File: src/rtl/alu_command_initiator.sv
// Valid/ready front-end for the 32-bit combinational ALU: captures one command,
// holds it on the ALU inputs for a settle window, then returns Result/Carry.
module alu_command_initiator #(
    parameter int SETTLE_CYCLES = 2,
    parameter int COUNT_WIDTH   = 16
) (
    input  logic                   Clk_In,
    input  logic                   Reset_In,
    input  logic                   Cmd_Valid_In,
    output logic                   Cmd_Ready_Out,
    input  logic [3:0]             Cmd_Op_In,
    input  logic                   Cmd_Chain_In,
    input  logic [31:0]            Cmd_A_In,
    input  logic [31:0]            Cmd_B_In,
    output logic                   ALU_Enable_Out,
    output logic [3:0]             ALU_Operation_Select_Out,
    output logic [31:0]            ALU_Data_A_Out,
    output logic [31:0]            ALU_Data_B_Out,
    input  logic [31:0]            ALU_Result_In,
    input  logic                   ALU_Carry_In,
    output logic                   Rsp_Valid_Out,
    input  logic                   Rsp_Ready_In,
    output logic [31:0]            Rsp_Result_Out,
    output logic                   Rsp_Carry_Out,
    output logic                   Rsp_Error_Out,
    output logic [COUNT_WIDTH-1:0] Op_Count_Out
);

    typedef enum logic [1:0] {
        IDLE    = 2'd0,
        DRIVE   = 2'd1,
        RESPOND = 2'd2
    } state_t;

    localparam logic [3:0] LAST_CNT = 4'(SETTLE_CYCLES - 1);

    state_t                 state_q, state_d;
    logic [3:0]             cnt_q, cnt_d;
    logic [3:0]             op_q, op_d;
    logic [31:0]            a_q, a_d;
    logic [31:0]            b_q, b_d;
    logic [31:0]            res_q, res_d;
    logic                   carry_q, carry_d;
    logic                   err_q, err_d;
    logic [31:0]            chain_q, chain_d;
    logic [COUNT_WIDTH-1:0] count_q, count_d;

    logic        accept;
    logic        div_zero;
    logic [31:0] eff_a;

    // Ready is qualified by reset so nothing is accepted while reset is held.
    assign Cmd_Ready_Out = (state_q == IDLE) && !Reset_In;
    assign accept        = Cmd_Valid_In && Cmd_Ready_Out;
    assign eff_a         = Cmd_Chain_In ? chain_q : Cmd_A_In;
    assign div_zero      = ((Cmd_Op_In == 4'h6) || (Cmd_Op_In == 4'h7)) && (Cmd_B_In == 32'h0);

    // Enable/valid decode straight from state so an async reset drops them at once.
    assign ALU_Enable_Out           = (state_q == DRIVE);
    assign Rsp_Valid_Out            = (state_q == RESPOND);
    assign ALU_Operation_Select_Out = op_q;
    assign ALU_Data_A_Out           = a_q;
    assign ALU_Data_B_Out           = b_q;
    assign Rsp_Result_Out           = res_q;
    assign Rsp_Carry_Out            = carry_q;
    assign Rsp_Error_Out            = err_q;
    assign Op_Count_Out             = count_q;

    // Next-state and datapath update; ALU-facing registers only load for ops that use the ALU.
    always_comb begin
        state_d = state_q;
        cnt_d   = cnt_q;
        op_d    = op_q;
        a_d     = a_q;
        b_d     = b_q;
        res_d   = res_q;
        carry_d = carry_q;
        err_d   = err_q;
        chain_d = chain_q;
        count_d = count_q;
        case (state_q)
            IDLE: begin
                if (accept) begin
                    if (div_zero) begin
                        res_d   = 32'hFFFF_FFFF;
                        carry_d = 1'b0;
                        err_d   = 1'b1;
                        state_d = RESPOND;
                    end else begin
                        op_d    = Cmd_Op_In;
                        a_d     = eff_a;
                        b_d     = Cmd_B_In;
                        cnt_d   = 4'd0;
                        state_d = DRIVE;
                    end
                end
            end
            DRIVE: begin
                cnt_d = cnt_q + 4'd1;
                if (cnt_q == LAST_CNT) begin
                    res_d   = ALU_Result_In;
                    carry_d = ALU_Carry_In;
                    err_d   = 1'b0;
                    chain_d = ALU_Result_In;
                    state_d = RESPOND;
                end
            end
            RESPOND: begin
                if (Rsp_Ready_In) begin
                    count_d = count_q + 1'b1;
                    state_d = IDLE;
                end
            end
            default: state_d = IDLE;
        endcase
    end

    // State and datapath registers; reset discards any in-flight command.
    always_ff @(posedge Clk_In or posedge Reset_In) begin
        if (Reset_In) begin
            state_q <= IDLE;
            cnt_q   <= '0;
            op_q    <= '0;
            a_q     <= '0;
            b_q     <= '0;
            res_q   <= '0;
            carry_q <= 1'b0;
            err_q   <= 1'b0;
            chain_q <= '0;
            count_q <= '0;
        end else begin
            state_q <= state_d;
            cnt_q   <= cnt_d;
            op_q    <= op_d;
            a_q     <= a_d;
            b_q     <= b_d;
            res_q   <= res_d;
            carry_q <= carry_d;
            err_q   <= err_d;
            chain_q <= chain_d;
            count_q <= count_d;
        end
    end

endmodule

File: config.mk
export PLATFORM = sky130hd
export DESIGN_NAME = alu_command_initiator
export DESIGN_NICKNAME = d
export VERILOG_FILES = /design/src/rtl/alu_command_initiator.sv
export SDC_FILE = /design/constraint.sdc
export NUM_CORES = 1
export LEC_CHECK = 0
export CAP_MARGIN = 10
export CORE_MARGIN = 2
export CORE_UTILIZATION = 35
export DETAILED_ROUTE_END_ITERATION = 10
export GPL_TIMING_DRIVEN = 0
export SLEW_MARGIN = 20
export SYNTH_ARGS = -nofsm -noshare
export SYNTH_HDL_FRONTEND = slang
export SYNTH_SLANG_ARGS = --single-unit
File: constraint.sdc
create_clock -name Clk_In -period 9 [get_ports Clk_In]
set_clock_uncertainty 0.05 [all_clocks]
set_input_delay 0.9 -clock Clk_In [delete_from_list [all_inputs] [get_ports Clk_In]]
set_output_delay 0.9 -clock Clk_In [all_outputs]
set_load 0.05 [all_outputs]
# Word-level counts from Yosys, hierarchy flattened
# Cells that the tools add are included.
# word_totals
register_bits	156
inputBits	106
output_inout_bits	121
word_cells	58
# op_classes
n_addsub	2
eq_ne	10
mux	21
bitwise_logic	1
n_reduce_logical	14
# ops
cell	n
2-to-1 mux 32 bit	4
one-hot mux 32 bit (2 select lines)	1
zero test 32 bit	1
adder 16 x 1 -> 16 bit (second input constant)	1
AND reduction 3 bit	3
== test 4 x 3 -> 1 bit (second input constant)	2
2-to-1 mux 2 bit	4
2-to-1 mux 4 bit	2
one-hot mux 4 bit (2 select lines)	1
2-to-1 mux 1 bit	6
!= test 2 bit (second input constant)	3
one-hot mux 2 bit (3 select lines)	1
adder 4 x 1 -> 4 bit (second input constant)	1
== test 4 x 1 -> 1 bit (second input constant)	1
!= test 2 x 1 -> 1 bit (second input constant)	2
one-hot mux 1 bit (2 select lines)	2
AND reduction 2 bit	2
AND reduction 4 bit	1
logical AND 1 bit	3
== test 2 x 1 -> 1 bit (second input constant)	1
== test 2 bit (second input constant)	1
zero test 2 bit	1
nonzero test 2 bit	1
zero test 1 bit	1
other kinds (2)	2

# Logic depth before layout (Yosys ltp)
# logic_depth
depth_word	6
ltp_mapped	8
mapped_depth_nobuf	6

# Least setup slack after synthesis
# No wires, ideal clock.
# synth_timing
kind	input port to flip-flop
from	in Reset_In
to	reg res_q[10] (netlist: Rsp_Result_Out[10])
setup_ps	69
arrival_ps	3003
required_ps	8881
path_slack_ps	5877
path_stages	6
n_path_buf	2
cell_sequence	nor3_1 nand2_1 or4_1 clkbuf_1 buf_2 nand3_1
# synth_between
elab_chain_len	5
# synth_rtl
element	line	rtl
start, declared	8	input logic Reset_In,
zero test 1 bit (no source line)	n/a	
logical AND 1 bit	53	assign Cmd_Ready_Out = (state_q == IDLE) && !Reset_In;
logical AND 1 bit	54	assign accept = Cmd_Valid_In && Cmd_Ready_Out;
!= test 2 bit (no source line)	n/a	
AND reduction 4 bit (no source line)	n/a	
end signal, assigned	137	res_q <= res_d;
end, declared	42	logic [31:0] res_q, res_d;
# Every way passes these cells.
# A chain may end at the register's enable or synchronous reset.

# Worst setup path after layout
# layout_timing
from	in Reset_In
to	out Cmd_Ready_Out
# layout_between
elab_chain_len	2
# layout_rtl
element	line	rtl
zero test 1 bit (no source line)	n/a	
logical AND 1 bit	53	
end, declared	10	output logic Cmd_Ready_Out,
# Every way passes these cells.

==> impl_metrics.csv <==
group,metric,value,unit
sta,tightest_slew,0.695,ns
yosys,syn_area,0.00643,sq mm
clock_network,numCtsBuffers,17,
yosys,yosysMostFrequentCell,"dfrtp_1",
critical_path,r2r_slack,6.78,ns
clock_network,postCtsSetupBuffers,0,
yosys,syn_nets,641,
clock_network,h-tree-depth,4,
yosys,synth_top_area_share,60.7,%
run,maxCapViolCount,0,
sta,rsz0062_at_grt,"no",
worst_hold_path,hold_class,"reg2reg",
final_layout,final_nets,886,
global_route,grt_pass1_vias,5203,
sta,setup_violations,0,
clock_network,post_cts_resized,0,
yosys,yosysWarnings,0,
sta,fmax,280,MHz
yosys,synthArstFlopShare,100,%
yosys,synthFlopType,"dfrtp_1",
global_route,grt-ovfl-total,0,
critical_path,crit_required,8.05,ns
critical_path,path_class,"in2out",
floorplanning,ios,227,
yosys,ys_types,34,
clock_network,clk_latency,0.42,ns
final_layout,drive_gt1_share,18.5,%
clock_network,cts_hold_buf,0,
yosys,synth.ff_latch_count,156,
yosys,ys_seq_area_share,60.7,%
critical_path,cp-endpoint,"Cmd_Ready_Out",
power_and_ir_drop,powerDensity,410,mW/mm^2
routing,routedWlPerCell,17.7,um
clock_network,tritoncts,"built",
sta,hold_viol,0,
sta,slew_headroom,53.7,%
routing,via_per_inst,4.83,
yosys,syn_inst,532,
yosys,synth-edff-count,0,
floorplanning,coreArea,0.0180,sq mm
critical_path,cp-startpoint,"Reset_In",
yosys,synth.avg_cell_area,12.1,sq um
placement,dp_hpwl,13300,um
final_layout,final_cell_count_no_fill,1019,
floorplanning,die_w,140,um
clock_network,cts_root_buffer,"clkbuf_16",
global_route,grt_usage,18.7,%
floorplanning,die_h,140,um
critical_path,cp-end-kind,"output pin",
sta,drv_slew,0,
sta,worst_hold_slack,0.420,ns
floorplanning,die_area,0.0195,sq mm
critical_path,cp_max_fo,3,
critical_path,reg2reg_to,"Rsp_Result_Out[2]$_DFFE_PP0P_",
routing,drc,0,
placement,port_buffers,225,
power_and_ir_drop,ir_drop,0.000234,V
global_route,grt_max_degree,98,
critical_path,rr_startpoint,"cnt_q[1]$_DFFE_PP0P_",
yosys,synth_top_cell_by_area,"dfrtp_1",
critical_path,reg2reg_depth,8,
power_and_ir_drop,p_leak,4.30,nW
yosys,synth_common_cells,"dfrtp_1, nand2_1, mux2_2",
routing,dr.pass1.iters,4,
floorplanning,initial_utilization,35.7,%
global_route,antenna_found_initial,1,
yosys,yosys-top-cells-area,"dfrtp_1, mux2_2, nand2_1",
sta,period_share,39.6,%
sta,min_period,3.57,ns
clock_network,cts_sinks,156,
clock_network,clock_tree.buffer_depth,2,
critical_path,start_kind,"primary input",
global_route,grt_pass1_wl,28600,um
placement,gp_congestion,0.792,
outcome,status,"complete, no violations",
placement,place_inst,987,
sta,fin_tns_setup,0,ns
routing,drtIter0Drc,180,
routing,drtAntennaViolNets,0,
final_layout,antenna_cells,0,
final_layout,synthToLayoutAreaGrowth,48.9,%
routing,dr_total_vias,4923,
clock_network,clk_pin_slew,0.06,ns
critical_path,cp.arrival,2.62,ns
routing,routed_wl,18100,um
floorplanning,rows,49,
registers in the layout, indices dropped and copies added, names as in the netlist:
name                      flops
ALU_Data_A_Out               32
ALU_Data_B_Out               32
ALU_Operation_Select_Out      4
Op_Count_Out                 16
Rsp_Carry_Out                 1
Rsp_Error_Out                 1
Rsp_Result_Out               32
chain_q                      32
cnt_q                         4
state_q                       2
how the worst min path moves through the flow:
stage                            start  depth (start not counted)                       to
3_3_place_gp    chain_q[8]$_DFFE_PP0P_                          2   chain_q[8]$_DFFE_PP0P_
2_1_floorplan   chain_q[0]$_DFFE_PP0P_                          2   chain_q[0]$_DFFE_PP0P_
4_1_cts        chain_q[12]$_DFFE_PP0P_                          2  chain_q[12]$_DFFE_PP0P_
5_1_grt        chain_q[20]$_DFFE_PP0P_                          2  chain_q[20]$_DFFE_PP0P_
3_5_place_dp   chain_q[12]$_DFFE_PP0P_                          2  chain_q[12]$_DFFE_PP0P_
6_report       chain_q[12]$_DFFE_PP0P_                          2  chain_q[12]$_DFFE_PP0P_
cell type report:
type | count | area, sq um
Tap cell | 229 | 287
Fill cell | 1584 | 8450
Inverter | 5 | 26.3
Sequential cell | 156 | 3900
Timing Repair Buffer | 226 | 2280
Buffer | 26 | 155
Clock buffer | 20 | 457
Clock inverter | 12 | 113
Multi-Input combinational cell | 345 | 2350
cells by family after synthesis:
logic type                 synth area share, %
adders and majority gates                0.584
DFF                                       60.7
and+or+nand+nor                           15.1
muxes                                     17.3
xor gates and xnor gates                  2.04
buffers and inverters                     2.70
AOI/OAI and AO/OA                         1.60
metrics by stage:
step / power, mW / setup WS (ns) / util [%] / instance area (sq um)
after detailed placement: 3.26 / 5.42 / 50.0 / 9000
after global placement: 3.22 / 1.63 / 49.8 / 8970
after floorplan: 2.53 / 3.84 / - / 6430
final: 3.93 / 5.43 / 53.1 / 9570
after global routing: 4.12 / 5.32 / 53.1 / 9570
after CTS: 3.97 / 5.42 / 53.1 / 9570
placed cells by master, fill, tap and decap left out, types with 3 or more instances in the layout:
cell / n
buf_2: 4
a22o_1: 3
nor3_1: 5
nor4_1: 7
and2_1: 3
inv_1: 4
o21ai_0: 4
clkbuf_1: 14
buf_6: 7
clkbuf_16: 17
nor2_1: 5
clkinv_2: 3
clkinv_4: 4
nor3b_1: 3
xnor2_1: 11
nand3_1: 39
ha_1: 3
dfrtp_1: 156
nand4_1: 5
xor2_1: 4
clkdlybuf4s50_1: 225
nand2_1: 138
mux2_2: 98
metal layers:
| metal | routed length, um | global-route usage [%] | vias to the layer above |
|---|---|---|---|
| met4 | 403 | 6.32 | 2 |
| li1 | - | - | 2310 |
| met3 | 1280 | 5.75 | 28 |
| met5 | 13 | 0 | - |
| met1 | 7930 | 24.3 | 2405 |
| met2 | 8460 | 30.0 | 178 |
report_power, final:
part | internal (mW) | total [mW] | switching (mW)
registers | 1.02 | 1.21 | 0.185
clock network | 0.397 | 0.692 | 0.295
logic | 0.736 | 2.02 | 1.29
total | 2.16 | 3.93 | 1.77
critical path: stages:
cell	delay, ns
clkdlybuf4s50_1	0.56
nor3_1	0.28
clkdlybuf4s50_1	0.87
Power figures use the tool's default switching activity.
